File: config.mk
export PLATFORM = sky130hd
export DESIGN_NAME = spi_planificador_transacciones_flat
export DESIGN_NICKNAME = d
export VERILOG_FILES = /design/src/rtl/spi_planificador_transacciones_pkg.sv /design/src/rtl/spi_planificador_transacciones_if.sv /design/src/rtl/spi_planificador_transacciones_rr_arbitro.sv /design/src/rtl/spi_planificador_transacciones.sv /design/src/flat_wrapper.sv
export SDC_FILE = /design/constraint.sdc
export NUM_CORES = 1
export LEC_CHECK = 0
export ABC_AREA = 1
export BUFFER_PORTS_ARGS = -buffer_cell sky130_fd_sc_hd__buf_2
export CORE_MARGIN = 3
export CORE_UTILIZATION = 40
export CTS_CLUSTER_SIZE = 40
export DETAILED_ROUTE_END_ITERATION = 6
export PLACE_DENSITY = 0.67
export SLEW_MARGIN = 20
export SYNTH_ARGS = -nofsm -noshare
export SYNTH_HDL_FRONTEND = slang
export SYNTH_HIERARCHICAL = 1
export SYNTH_SLANG_ARGS = --single-unit
File: constraint.sdc
create_clock -name clk -period 2.7 [get_ports clk]
set_input_delay 0 -clock clk [delete_from_list [all_inputs] [get_ports clk]]
set_output_delay 0 -clock clk [all_outputs]
set_load 0.05 [all_outputs]
File: src/rtl/spi_planificador_transacciones_pkg.sv
// rtl/spi_planificador_transacciones_pkg.sv - shared types and control-word layout for the SPI transaction scheduler
// Contents: state_t (scheduler FSM states), control-register bit offsets,
//           build_ctrl_word(len, send) -> 32-bit control word for a len-byte transfer.
package spi_sched_pkg;

    typedef enum logic [2:0] {
        S_IDLE,
        S_ARB,
        S_LOAD,
        S_CFG,
        S_POLL_WAIT,
        S_POLL,
        S_READ,
        S_DONE
    } state_t;

    localparam int SEND_BIT     = 0;
    localparam int CS_CTRL_BIT  = 1;
    localparam int ALL_1S_BIT   = 2;
    localparam int ALL_0S_BIT   = 3;
    localparam int N_TX_END_LSB = 4;
    localparam int N_TX_END_W   = 8;
    localparam int N_RX_END_LSB = 16;
    localparam int N_RX_END_W   = 9;

    // Both end fields carry the index of the last byte, i.e. len-1.
    function automatic logic [31:0] build_ctrl_word(input logic [15:0] len, input logic send);
        logic [15:0] last;
        logic [31:0] w;
        last = len - 16'd1;
        w = '0;
        w[SEND_BIT]    = send;
        w[CS_CTRL_BIT] = 1'b1;
        w[ALL_1S_BIT]  = 1'b0;
        w[ALL_0S_BIT]  = 1'b0;
        w[N_TX_END_LSB +: N_TX_END_W] = last[N_TX_END_W-1:0];
        w[N_RX_END_LSB +: N_RX_END_W] = last[N_RX_END_W-1:0];
        return w;
    endfunction

endpackage

File: src/rtl/spi_planificador_transacciones_if.sv
// rtl/spi_planificador_transacciones_if.sv - register port between the scheduler and the SPI peripheral
// Signals: wr (write strobe), reg_sel (1 = data bank, 0 = control reg), addr (bank address),
//          wdata (write data), rdata (read data, combinational on reg_sel/addr).
// Modports: master = scheduler side, slave = peripheral side.
interface spi_planificador_transacciones_if #(
    parameter int N = 7
);
    logic        wr;
    logic        reg_sel;
    logic [N:0]  addr;
    logic [31:0] wdata;
    logic [31:0] rdata;

    modport master (output wr, reg_sel, addr, wdata, input rdata);
    modport slave  (input wr, reg_sel, addr, wdata, output rdata);
endinterface

File: src/rtl/spi_planificador_transacciones_rr_arbitro.sv
// rtl/spi_planificador_transacciones_rr_arbitro.sv - combinational round-robin arbiter
// Ports: req (request vector), ptr (highest-priority index) -> gnt (one-hot, 0 if no request),
//        next_ptr (winner+1 mod NREQ, or ptr when nothing is granted).
module rr_arbitro #(
    parameter int NREQ = 2,
    parameter int PW   = (NREQ > 1) ? $clog2(NREQ) : 1
) (
    input  logic [NREQ-1:0] req,
    input  logic [PW-1:0]   ptr,
    output logic [NREQ-1:0] gnt,
    output logic [PW-1:0]   next_ptr
);

    // Two passes give the wrapping search: indices at/after ptr first, then from 0.
    always_comb begin
        logic found;
        found    = 1'b0;
        gnt      = '0;
        next_ptr = ptr;
        for (int i = 0; i < NREQ; i++) begin
            if (!found && req[i] && (i >= int'(ptr))) begin
                found    = 1'b1;
                gnt[i]   = 1'b1;
                next_ptr = (i == NREQ - 1) ? '0 : PW'(i + 1);
            end
        end
        for (int i = 0; i < NREQ; i++) begin
            if (!found && req[i]) begin
                found    = 1'b1;
                gnt[i]   = 1'b1;
                next_ptr = (i == NREQ - 1) ? '0 : PW'(i + 1);
            end
        end
    end

endmodule

File: src/rtl/spi_planificador_transacciones.sv
// rtl/spi_planificador_transacciones.sv - round-robin scheduler sharing one SPI peripheral between NREQ requesters
// Ports: clk, rst (async, active-high); requester side req_i, len_i, tx_byte_i, gnt_o, tx_idx_o,
//        rx_vld_o, rx_byte_o, rx_idx_o, done_o, err_o; reg_bus (master modport) to the peripheral.
// Option: SPI_SCHED_TIMEOUT_EN adds a poll timeout that aborts the transfer and pulses err_o.
module spi_planificador_transacciones
    import spi_sched_pkg::*;
#(
    parameter int NREQ     = 2,
    parameter int N        = 7,
    parameter int POLL_GAP = 4,
    parameter int TIMEOUT  = 4096
) (
    input  logic                  clk,
    input  logic                  rst,
    input  logic [NREQ-1:0]       req_i,
    input  logic [NREQ*(N+2)-1:0] len_i,
    input  logic [NREQ*8-1:0]     tx_byte_i,
    output logic [NREQ-1:0]       gnt_o,
    output logic [N:0]            tx_idx_o,
    output logic                  rx_vld_o,
    output logic [7:0]            rx_byte_o,
    output logic [N:0]            rx_idx_o,
    output logic [NREQ-1:0]       done_o,
    output logic [NREQ-1:0]       err_o,
    spi_planificador_transacciones_if.master reg_bus
);

    localparam int PW = (NREQ > 1) ? $clog2(NREQ) : 1;
    localparam int LW = N + 2;
    localparam int GW = (POLL_GAP > 1) ? $clog2(POLL_GAP) : 1;

    state_t         state;
    logic [PW-1:0]  ptr;
    logic [LW-1:0]  len_q;
    logic [LW-1:0]  k;
    logic [GW-1:0]  gap_cnt;
    logic [31:0]    ctrl_q;
    logic           wr_q;
    logic           reg_sel_q;
    logic [N:0]     addr_q;

    logic [NREQ-1:0] arb_gnt;
    logic [PW-1:0]   arb_next;
    logic [LW-1:0]   len_sel;
    logic [LW-1:0]   len_eff;
    logic [7:0]      tx_sel;
    logic            k_last;
    logic            send_busy;
    logic            unused_rdata;

    rr_arbitro #(.NREQ(NREQ), .PW(PW)) u_arb (
        .req      (req_i),
        .ptr      (ptr),
        .gnt      (arb_gnt),
        .next_ptr (arb_next)
    );

    always_comb begin
        len_sel = '0;
        tx_sel  = '0;
        for (int i = 0; i < NREQ; i++) begin
            if (arb_gnt[i]) len_sel = len_i[i*LW +: LW];
            if (gnt_o[i])   tx_sel  = tx_byte_i[i*8 +: 8];
        end
    end

    assign len_eff   = (len_sel == '0) ? LW'(1) : len_sel;
    // k is one bit wider than the address so len = 2**(N+1) ends at len-1 without wrap.
    assign k_last    = (k == len_q - 1'b1);
    assign send_busy = reg_bus.rdata[SEND_BIT];

    assign reg_bus.wr      = wr_q;
    assign reg_bus.reg_sel = reg_sel_q;
    assign reg_bus.addr    = addr_q;
    // The TX byte is looked up combinationally from tx_idx_o, so the bank write data is muxed here.
    assign reg_bus.wdata   = wr_q ? (reg_sel_q ? {24'h0, tx_sel} : ctrl_q) : 32'h0;
    assign rx_byte_o       = rx_vld_o ? reg_bus.rdata[7:0] : 8'h00;
    assign unused_rdata    = ^reg_bus.rdata[31:8];

`ifdef SPI_SCHED_TIMEOUT_EN
    localparam int TW = $clog2(TIMEOUT + 1);
    logic [TW-1:0]   to_cnt;
    logic [NREQ-1:0] err_q;
    logic            to_hit;
    assign to_hit = (to_cnt == TW'(TIMEOUT - 1));
    assign err_o  = err_q;
`else
    logic [31:0] unused_timeout;
    assign unused_timeout = 32'(TIMEOUT);
    assign err_o = '0;
`endif

    always_ff @(posedge clk or posedge rst) begin
        if (rst) begin
            state     <= S_IDLE;
            ptr       <= '0;
            len_q     <= '0;
            k         <= '0;
            gap_cnt   <= '0;
            ctrl_q    <= '0;
            wr_q      <= 1'b0;
            reg_sel_q <= 1'b0;
            addr_q    <= '0;
            gnt_o     <= '0;
            tx_idx_o  <= '0;
            rx_vld_o  <= 1'b0;
            rx_idx_o  <= '0;
            done_o    <= '0;
`ifdef SPI_SCHED_TIMEOUT_EN
            to_cnt    <= '0;
            err_q     <= '0;
`endif
        end else begin
            done_o <= '0;
`ifdef SPI_SCHED_TIMEOUT_EN
            err_q  <= '0;
`endif
            case (state)
                S_IDLE: begin
                    if (|req_i) state <= S_ARB;
                end
                S_ARB: begin
                    // Requests may have dropped since IDLE; fall back rather than grant nothing.
                    if (|arb_gnt) begin
                        gnt_o     <= arb_gnt;
                        ptr       <= arb_next;
                        len_q     <= len_eff;
                        k         <= '0;
                        wr_q      <= 1'b1;
                        reg_sel_q <= 1'b1;
                        addr_q    <= '0;
                        tx_idx_o  <= '0;
                        state     <= S_LOAD;
                    end else begin
                        state <= S_IDLE;
                    end
                end
                S_LOAD: begin
                    if (k_last) begin
                        reg_sel_q <= 1'b0;
                        addr_q    <= '0;
                        tx_idx_o  <= '0;
                        ctrl_q    <= build_ctrl_word(16'(len_q), 1'b1);
                        state     <= S_CFG;
                    end else begin
                        k        <= k + 1'b1;
                        addr_q   <= addr_q + 1'b1;
                        tx_idx_o <= addr_q + 1'b1;
                    end
                end
                S_CFG: begin
                    wr_q    <= 1'b0;
                    gap_cnt <= '0;
`ifdef SPI_SCHED_TIMEOUT_EN
                    to_cnt  <= '0;
`endif
                    state   <= S_POLL_WAIT;
                end
                S_POLL_WAIT: begin
`ifdef SPI_SCHED_TIMEOUT_EN
                    to_cnt <= to_cnt + 1'b1;
                    if (to_hit) begin
                        wr_q   <= 1'b1;
                        ctrl_q <= build_ctrl_word(16'(len_q), 1'b0);
                        err_q  <= gnt_o;
                        state  <= S_DONE;
                    end else
`endif
                    if (gap_cnt == GW'(POLL_GAP - 1)) begin
                        state <= S_POLL;
                    end else begin
                        gap_cnt <= gap_cnt + 1'b1;
                    end
                end
                S_POLL: begin
`ifdef SPI_SCHED_TIMEOUT_EN
                    to_cnt <= to_cnt + 1'b1;
`endif
                    if (!send_busy) begin
                        k         <= '0;
                        reg_sel_q <= 1'b1;
                        addr_q    <= '0;
                        rx_vld_o  <= 1'b1;
                        rx_idx_o  <= '0;
                        state     <= S_READ;
                    end
`ifdef SPI_SCHED_TIMEOUT_EN
                    else if (to_hit) begin
                        // Clear send so the peripheral stops, then finish without reading back.
                        wr_q   <= 1'b1;
                        ctrl_q <= build_ctrl_word(16'(len_q), 1'b0);
                        err_q  <= gnt_o;
                        state  <= S_DONE;
                    end
`endif
                    else begin
                        gap_cnt <= '0;
                        state   <= S_POLL_WAIT;
                    end
                end
                S_READ: begin
                    if (k_last) begin
                        rx_vld_o  <= 1'b0;
                        reg_sel_q <= 1'b0;
                        addr_q    <= '0;
                        rx_idx_o  <= '0;
                        done_o    <= gnt_o;
                        state     <= S_DONE;
                    end else begin
                        k        <= k + 1'b1;
                        addr_q   <= addr_q + 1'b1;
                        rx_idx_o <= addr_q + 1'b1;
                    end
                end
                S_DONE: begin
                    wr_q      <= 1'b0;
                    reg_sel_q <= 1'b0;
                    gnt_o     <= '0;
                    state     <= S_IDLE;
                end
                default: state <= S_IDLE;
            endcase
        end
    end

endmodule

File: src/flat_wrapper.sv
// flat-port wrapper written by rule: the top's interface ports become plain ports
module spi_planificador_transacciones_flat import spi_sched_pkg::*;
#(
    parameter int NREQ     = 2,
    parameter int N        = 7,
    parameter int POLL_GAP = 4,
    parameter int TIMEOUT  = 4096
)
  (clk, rst, req_i, len_i, tx_byte_i, gnt_o, tx_idx_o, rx_vld_o, rx_byte_o, rx_idx_o, done_o, err_o, reg_bus_wr, reg_bus_reg_sel, reg_bus_addr, reg_bus_wdata, reg_bus_rdata);
  spi_planificador_transacciones_if #(.N(N)) reg_bus_i ();
  input  logic clk;
  input  logic rst;
  input  logic [NREQ-1:0] req_i;
  input  logic [NREQ*(N+2)-1:0] len_i;
  input  logic [NREQ*8-1:0] tx_byte_i;
  output logic [NREQ-1:0] gnt_o;
  output logic [N:0] tx_idx_o;
  output logic rx_vld_o;
  output logic [7:0] rx_byte_o;
  output logic [N:0] rx_idx_o;
  output logic [NREQ-1:0] done_o;
  output logic [NREQ-1:0] err_o;
  output wire logic [$bits(reg_bus_i.wr)-1:0] reg_bus_wr;
  output wire logic [$bits(reg_bus_i.reg_sel)-1:0] reg_bus_reg_sel;
  output wire logic [$bits(reg_bus_i.addr)-1:0] reg_bus_addr;
  output wire logic [$bits(reg_bus_i.wdata)-1:0] reg_bus_wdata;
  input wire logic [$bits(reg_bus_i.rdata)-1:0] reg_bus_rdata;
  assign reg_bus_wr = reg_bus_i.wr;
  assign reg_bus_reg_sel = reg_bus_i.reg_sel;
  assign reg_bus_addr = reg_bus_i.addr;
  assign reg_bus_wdata = reg_bus_i.wdata;
  assign reg_bus_i.rdata = reg_bus_rdata;
  spi_planificador_transacciones #(.NREQ(NREQ), .N(N), .POLL_GAP(POLL_GAP), .TIMEOUT(TIMEOUT)) u_core (.clk(clk), .rst(rst), .req_i(req_i), .len_i(len_i), .tx_byte_i(tx_byte_i), .gnt_o(gnt_o), .tx_idx_o(tx_idx_o), .rx_vld_o(rx_vld_o), .rx_byte_o(rx_byte_o), .rx_idx_o(rx_idx_o), .done_o(done_o), .err_o(err_o), .reg_bus(reg_bus_i));
endmodule
# Word level (Yosys, flattened, before mapping)
# Index checks and enable logic that the tools add are counted.
[totals]
out_inout_bits = 73
regBits = 74
input_bits = 70
wordCells = 121
[op_classes]
n_eq_ne = 19
addsub = 5
reduce_logical = 34
n_lt_le_gt_ge = 1
muxes = 48
[ops]
columns = ["op", "n"]
rows = [
  ["9-bit two-way mux", 6],
  ["8-bit two-way mux", 6],
  ["32-bit two-way mux", 1],
  ["8-bit one-hot mux with 2 select lines", 2],
  ["9-bit one-hot mux with 3 select lines", 1],
  ["25-bit two-way mux", 1],
  ["3-bit one-hot mux with 8 select lines", 1],
  ["8-bit one-hot mux with 3 select lines", 1],
  ["9-bit by 1-bit subtractor with 9-bit output (second input constant)", 2],
  ["2-bit two-way mux", 7],
  ["1-bit two-way mux", 13],
  ["3-bit equality test (second input constant)", 4],
  ["3-bit two-way mux", 4],
  ["2-bit by 1-bit inequality test with 1-bit output (second input constant)", 6],
  ["2-bit AND reduction", 6],
  ["3-bit AND reduction", 4],
  ["4-bit AND reduction", 3],
  ["9-bit by 1-bit adder with 9-bit output (second input constant)", 1],
  ["9-bit equality test", 1],
  ["9-bit zero test", 1],
  ["8-bit by 1-bit adder with 8-bit output (second input constant)", 1],
  ["2-bit inequality test (second input constant)", 4],
  ["2-bit nonzero test", 4],
  ["4-bit nonzero test", 2],
  ["other kinds (14)", 25],
]

# Depth between registers and ports, before layout
# Gate-level depths: netlist (run 1).
[logic_depth]
ltp_word = 15
mapped_depth = 16

# Cells and area by module
# Netlist (run 1), hierarchy kept.
[modules_own_cells]
columns = ["module", "area_each_um2", "cells_per_inst", "seq_area_each_um2", "n_inst"]
rows = [
  ["spi_planificador_transacciones", 3951.3, 541, 1626.6, 1],
  ["rr_arbitro", 38.8, 7, 0.0, 1],
]

# Least setup slack after synthesis (run 1)
# OpenSTA, ideal clock, no wires.
[synth_path]
path_kind = "register to output"
start = "register u_core.wr_q, in the netlist u_core/reg_bus.wr"
end = "output port reg_bus_wdata[20]"
path_slack_ns = 0.345
stages_incl_launch_ff = 7
t_arrival_ns = 2.355
n_path_buf = 3
path_cell_list = "dfrtp_1 > inv_1 > or2_2 > clkbuf_1 > clkbuf_1 > nor2_1 > buf_4"
[synth_between]
elab_chain_len = 1
[synth_lines]
columns = ["item", "line", "source"]
rows = [
  ["start: declaration", "spi_planificador_transacciones.sv:38", "logic wr_q;"],
  ["start signal: assignment", "spi_planificador_transacciones.sv:101", "wr_q <= 1'b0;"],
  ["start signal: assignment", "spi_planificador_transacciones.sv:129", "wr_q <= 1'b1;"],
  ["start signal: assignment", "spi_planificador_transacciones.sv:152", "wr_q <= 1'b0;"],
  ["32-bit two-way mux", "spi_planificador_transacciones.sv:76", "assign reg_bus.wdata = wr_q ? (reg_sel_q ? {24'h0, tx_sel} : ctrl_q) : 32'h0;"],
  ["end: declaration", "flat_wrapper.sv:26", "output wire logic [$bits(reg_bus_i.wdata)-1:0] reg_bus_wdata;"],
]
# No other way between the ends.

# Final worst setup path (run 1)
[layout_path]
start = "register u_core.len_q[0]"
end = "register u_core.tx_idx_o[6]"
[layout_between]
elab_chain_len = 4
[layout_lines]
columns = ["item", "line", "source"]
rows = [
  ["start: declaration", "spi_planificador_transacciones.sv:34", "logic [LW-1:0] len_q;"],
  ["start signal: assignment", "spi_planificador_transacciones.sv:127", "len_q <= len_eff;"],
  ["9-bit by 1-bit subtractor with 9-bit output", "spi_planificador_transacciones.sv:69", "assign k_last = (k == len_q - 1'b1);"],
  ["9-bit equality test", "spi_planificador_transacciones.sv:69", ""],
  ["8-bit two-way mux", "spi_planificador_transacciones.sv:139", "if (k_last) begin"],
  ["8-bit one-hot mux with 2 select lines", "spi_planificador_transacciones.sv:118", "case (state)"],
  ["end signal: assignment", "spi_planificador_transacciones.sv:148", "tx_idx_o <= addr_q + 1'b1;"],
  ["end: declaration", "spi_planificador_transacciones.sv:19", "output logic [N:0] tx_idx_o,"],
]
# No other way between the ends.
# A chain may end at the register's enable or synchronous reset.

==> results.yml, run 1 <==
outcome:
  status: "complete, no violations"
synthesis:
  synthAdderAreaFrac_pct: 1.25
  yosysSeqAreaShare_pct: 40.8
  synth_top_family_by_area: "simple AND/OR/NAND/NOR gates"
  syn_inst: 548
  yosys.area_share.simple_pct: 31.1
  netlist_area_um2: 3990
  yosys_register_bits: 65
  avgSynthCellArea_um2: 7.28
  ys_warn_count: 6
  synthMuxAreaShare_pct: 0
  synth_xor_area_share_pct: 3.07
  ys_types: 36
  synth_compound_area_share_pct: 9.69
critical_path:
  cp_top_family: "simple AND/OR/NAND/NOR gates"
  worst_path_max_delay_cell: "dfrtp_1"
  worst-path-buf-inv: 2
  crit_path_start_kind: "register"
  reg2regPathDepth: 12
  critical_path_peak_fanout: 19
  rrSetupSlack_ns: 0.33
  crit_end: "u_core/tx_idx_o[6]"
  crit_start: "u_core/len_q[0]"
  slowest_delay_ns: 0.41
  worstPathCellList: "inv_2 > ha_1 > nand2_4 > nor2_4 > nand3_1 > nand3_1 > nand2_1 > nor2_4 > nand3_4 > buf_4 > nand3_1 > o21ai_0"
  cpMostUsedCell: "nand3_1"
  crit_path_end_kind: "register"
  r2r-start: "u_core/len_q[0]"
  cp.depth: 12
  crit_type: "register to register"
  crit_required_ns: 2.88
  r2r_end: "u_core/tx_idx_o[6]"
  critPathArrivalTime_ns: 2.55
routing:
  routed_wl_um: 10100
  drt-initial-drc-count: 270
  ant_nets: 0
  viasPerCell: 4.85
  drt-wirelength-per-cell_um: 12.7
  vias: 3852
  drc_errors: 0
  dr.pass1.iters: 5
place:
  gp_congestion: 0.829
  preCtsSetupSlack_ns: 0.342
  dp.cells: 766
  portBuffers: 105
  place_hpwl_um: 7610
sta:
  tns_ns: 0
  slew_headroom_pct: 43.7
  setup_viol_count_final: 0
  fin_ws_ns: 0.332
  hold_slack_ns: 0.0138
  post-route-min-period_ns: 2.37
  tightest_slew_ns: 0.836
  finClkSkew_ns: 0.0114
  hold_viol: 0
  fin_crit_sh_pct: 87.7
  fmax_mhz: 422
  slew_viol_final: 0
  rsz0062_at_grt: "no"
pwr:
  ir_drop_mv: 0.577
  leakagePower_nw: 2.67
  power.density_nw_per_um2: 1200
final_layout:
  fin_cells: 794
  num_antenna_cells: 0
  syn_to_final_growth_pct: 21.4
  fillers: 956
  drive_above_1_share_pct: 23.2
  final_common_cell: "nand2_1"
  nets: 734
  final_cell_mix: "139 x nand2_1, 105 x buf_2, 84 x inv_1"
die:
  coreArea_um2: 9460
  die-height_um: 106
  rows: 35
  start_util_pct: 42.2
  fp.dieArea_um2: 11200
  die_x_um: 106
  pin_count: 143
global_routing:
  grt_use_total_pct: 18.2
  gr-total-overflow: 0
  grt_pass1_wl_um: 16600
  antenna_found_initial: 0
  grt_pass1_vias: 3566
  grt_start_max_net_pins: 54
job:
  maxCapViolations: 0
clock_tree:
  insertion_delay_ns: 0.35
  clock-sinks: 65
  cts_made_buffers: 9
  clkTransAtPathRegs_ns: 0.07
  cts.root.buffer_cell: "clkbuf_8"
  h-tree-depth: 3
  tritoncts: "built"
  clockBufferDepth: 2
  cts_setup_buffers: 0
hold_path:
  hp-class: "input port to register"
==> metal layers <==
| layer | global-route usage, % | share of wire, % | wire length, um | up-vias |
|---|---|---|---|---|
| met2 | 30.8 | 49 | 4940 | 110 |
| met1 | 23.3 | 44 | 4440 | 1796 |
| li1 | - | - | - | 1936 |
| met5 | 0 | 0 | 0 | - |
| met4 | 5.37 | 1.2 | 121 | 0 |
| met3 | 4.23 | 6.0 | 606 | 10 |
==> how the worst min path moves through the flow <==
stage / startpoint / end / slack, ns / depth (start not counted)
4_1_cts: len_i[6] / u_core/len_q[0] / 0.0005 / 4
5_1_grt: len_i[9] / u_core/len_q[0] / 0.04 / 3
3_5_place_dp: rst / u_core/rx_idx_o[1] / 0.15 / 2
3_3_place_gp: reg_bus_rdata[0] / u_core/rx_vld_o / 0.31 / 4
6_report: len_i[6] / u_core/len_q[6] / 0.01 / 3
2_1_floorplan: reg_bus_rdata[0] / u_core/rx_vld_o / 0.19 / 3
==> area by class of cell <==
type | instances | area [um2] | area share (%)
sequential | 65 | 1630 | 33.6
multi-input combinational | 371 | 1850 | 38.2
inverter | 91 | 344 | 7.10
tap | 129 | 161 | 3.33
clock buffer | 10 | 138 | 2.84
clock inverter | 6 | 42.5 | 0.878
timing repair buffer | 122 | 683 | 14.1
==> worst register-to-register path, stage by stage (launching register included) <==
cell and delay [ns]:
dfrtp_1 0.41, inv_2 0.13, ha_1 0.28, nand2_4 0.10
nor2_4 0.14, nand3_1 0.12, nand3_1 0.10, nand2_1 0.10
nor2_4 0.16, nand3_4 0.22, buf_4 0.28, nand3_1 0.08
o21ai_0 0.09
==> report_power, final <==
part           total (W)  switching, W  internal (W)
registers        0.00168      0.000352       0.00133
clock network   0.000755      0.000396      0.000359
logic            0.00340       0.00252      0.000878
==> through the flow <==
stage	utilization, %	cell area (um2)	power [W]
after global routing	51.2	4840	0.00631
after floorplan	-	4040	0.00433
after global placement	48.0	4540	0.00499
after CTS	51.2	4840	0.00586
after detailed placement	48.0	4540	0.00507
final	51.2	4840	0.00583
==> registers in the layout (all words and copies together) (netlist names) <==
register,count
u_core/len_q,9
u_core/reg_bus.wr,1
u_core/tx_idx_o,8
u_core/ptr,1
u_core/ctrl_q,10
u_core/reg_bus.reg_sel,1
u_core/gap_cnt,2
u_core/rx_idx_o,8
u_core/k,9
u_core/done_o,2
u_core/rx_vld_o,1
u_core/gnt_o,2
u_core/reg_bus.addr,8
u_core/state,3
==> kinds of logic (layout without fill, tap and decap cells) <==
group | after synthesis | count (layout)
AND/OR/NAND/NOR | 274 | 274
buffers and inverters | 124 | 229
AO/OA/AOI/OAI | 66 | 66
flip-flops | 65 | 65
XOR/XNOR | 14 | 14
adder cells (fa/ha/maj) | 4 | 4
other | 1 | 13
==> Yosys cell counts <==
cell type	number	area, um2
buf_1	1	3.75
a21boi_2	1	11.3
buf_4	18	135
a22oi_1	8	60.1
o21ai_0	32	160
nor2_4	4	45.0
o21ai_1	5	25.0
nand4_1	10	62.6
a21oi_2	1	8.76
ha_1	4	50.1
nand3_1	59	295
nand3b_1	2	15.0
nand2_1	139	522
xor2_1	14	123
nand2_4	2	22.5
nand4_2	1	12.5
a21oi_1	9	45.0
a211oi_1	1	7.51
inv_1	85	319
dfrtp_1	65	1630
a22o_1	1	8.76
inv_2	6	22.5
nor3_1	5	25.0
or2_2	1	6.26
nor2_2	7	43.8
o32ai_1	4	35.0
conb_1	1	3.75
nor2_1	40	150
nand3_4	1	17.5
buf_2	4	20.0
a31oi_1	1	6.26
nand2_2	2	12.5
o22ai_1	3	18.8
clkbuf_1	7	26.3
nand3_2	1	10.0
buf_6	3	33.8
==> repair_timing <==
action	CTS	global route
hold buffers	12	0
resized for setup	0	0
endpoints found under the hold margin	58	0
No activity file was read; power rests on OpenSTA's default activity.
==> run 2, diff against run 1 <==
--- a/config.mk
+++ b/config.mk
@@ -7,7 +7,8 @@
 export LEC_CHECK = 0
 export ABC_AREA = 1
 export BUFFER_PORTS_ARGS = -buffer_cell sky130_fd_sc_hd__buf_2
-export CORE_MARGIN = 3
+export CORE_ASPECT_RATIO = 0.8
+export CORE_MARGIN = 5
 export CORE_UTILIZATION = 40
 export CTS_CLUSTER_SIZE = 40
 export DETAILED_ROUTE_END_ITERATION = 6
==> run 2 against run 1 <==
Via count fell by 0.60%. Final cell count shrank 0.38%. Clock-buffer cell count up 2. Fmax is 1.8% higher. Core utilization shrank 1.1 points. Routed wire length increased by 1.8%. Largest power group unchanged. Highest routed layer unchanged.
==> results.yml, run 2 (synthesized netlist as in run 1, its figures left out) <==
critical_path:
  crit_path_start_kind: "register"
  r2r-start: "u_core/len_q[0]"
  crit_path_end_kind: "register"
  critical_path_peak_fanout: 22
  crit_start: "u_core/len_q[0]"
  reg2regPathDepth: 12
  critPathArrivalTime_ns: 2.49
  r2r_end: "u_core/rx_idx_o[3]"
  rrSetupSlack_ns: 0.37
  crit_required_ns: 2.86
  crit_end: "u_core/rx_idx_o[3]"
  crit_type: "register to register"
pwr:
  leakagePower_nw: 2.66
  power.density_nw_per_um2: 1270
  p_sw_w: 0.00328
  comb_power_share_pct: 55.1
  clockPowerShare_pct: 17.5
  p_int_w: 0.00286
  seqPwrFrac_pct: 27.4
  ir_drop_mv: 0.523
  switching_share_pct: 53.4
sta:
  finClkSkew_ns: 0.00389
  slew_headroom_pct: 41.9
  fin_crit_sh_pct: 86.2
  hold_slack_ns: 0.0154
  fmax_mhz: 430
  post-route-min-period_ns: 2.33
  tns_ns: 0
  hold_viol: 0
  fin_ws_ns: 0.374
  rsz0062_at_grt: "no"
  tightest_slew_ns: 0.863
  slew_viol_final: 0
  setup_viol_count_final: 0
die:
  coreArea_um2: 9690
  pin_count: 143
  die-height_um: 99.3
  start_util_pct: 41.2
  rows: 32
  die_x_um: 122
  fp.dieArea_um2: 12100
routing:
  drt-wirelength-per-cell_um: 13.0
  viasPerCell: 4.84
  drc_errors: 0
  dr.pass1.iters: 4
  ant_nets: 0
  routed_wl_um: 10300
  vias: 3829
  drt-initial-drc-count: 276
place:
  place_hpwl_um: 7850
  portBuffers: 105
  gp_congestion: 0.904
  preCtsSetupSlack_ns: 0.390
final_layout:
  regMostFlops: "u_core/ctrl_q"
  final_common_cell: "nand2_1"
  largestRegisters: "u_core/ctrl_q (10), u_core/k (9), u_core/len_q (9)"
  drive_above_1_share_pct: 23.4
  syn_to_final_growth_pct: 21.6
  largest_reg_flops: 10
  nets: 724
  final_cell_mix: "139 x nand2_1, 105 x buf_2, 84 x inv_1"
  num_antenna_cells: 0
  fillers: 966
clock_tree:
  insertion_delay_ns: 0.32
  ctsHoldBuffers: 2
  cts_setup_buffers: 0
  post_cts_resized: 0
  clkTransAtPathRegs_ns: 0.05
  h-tree-depth: 3
  cts_made_buffers: 9
  tritoncts: "built"
  cts.root.buffer_cell: "clkbuf_16"
  clock-sinks: 65
  clockBufferDepth: 2
hold_path:
  hp-class: "input port to register"
global_routing:
  antenna_found_initial: 0
  grt_use_total_pct: 17.4
  grt_pass1_vias: 3729
  grt_pass1_wl_um: 17400
  grt_start_max_net_pins: 44
  gr-total-overflow: 0
job:
  maxCapViolations: 0
outcome:
  status: "complete, no violations"
[run 2: area by class of cell]
| type | count | area (um2) | area share [%] |
|---|---|---|---|
| Timing Repair Buffer | 112 | 583 | 12.0 |
| Tap cell | 136 | 170 | 3.51 |
| Inverter | 91 | 342 | 7.04 |
| Multi-Input combinational cell | 371 | 1850 | 38.1 |
| Clock buffer | 12 | 256 | 5.28 |
| Sequential cell | 65 | 1630 | 33.5 |
| Clock inverter | 4 | 27.5 | 0.567 |
[run 2: stage by stage]
step           total power [W]  util [%]  std cells  area, um2
4_1_cts                0.00619      50.1        791       4850
3_5_place_dp           0.00507      47.0        773       4550
6_report               0.00615      50.1        791       4850
3_3_place_gp           0.00500      47.0        773       4550
5_1_grt                0.00664      50.1        791       4850
2_1_floorplan          0.00433         -        560       4040
[run 2: routing by layer]
metal	global-route usage [%]	part of all wire, %
met1	23.0	46
met2	28.4	46
met3	4.43	7.6
met4	4.91	0.74
met5	0	0
[run 2: worst min-delay path by stage]
stage	startpoint	slack, ns	cells after the start	end
after floorplan	reg_bus_rdata[0]	0.19	3	u_core/rx_vld_o
after global placement	rst	0.05	2	u_core/rx_idx_o[7]
after detailed placement	rst	0.06	2	u_core/tx_idx_o[0]
after CTS	len_i[5]	0.009	5	u_core/len_q[5]
after global routing	len_i[6]	0.06	3	u_core/len_q[6]
final	len_i[5]	0.02	5	u_core/len_q[5]
[run 2: power by group through the flow]
stage | clock (W) | sequential [W] | combinational [W]
2_1_floorplan | 0 | 0.00227 | 0.00207
3_3_place_gp | 0 | 0.00168 | 0.00332
3_5_place_dp | 0 | 0.00170 | 0.00337
4_1_cts | 0.00111 | 0.00169 | 0.00340
5_1_grt | 0.00116 | 0.00175 | 0.00373
6_report | 0.00108 | 0.00168 | 0.00339
[run 2: worst max-delay path: stages, from the launching register on]
cell and delay, ns:
dfrtp_1 0.42, inv_2 0.14, ha_1 0.27, nand2_4 0.10, nor2_4 0.14, nand3_1 0.11
nand3_1 0.09, nand2_1 0.13, nor2_4 0.16, nand3_4 0.16, buf_4 0.26, nand3_1 0.08
o21ai_0 0.09
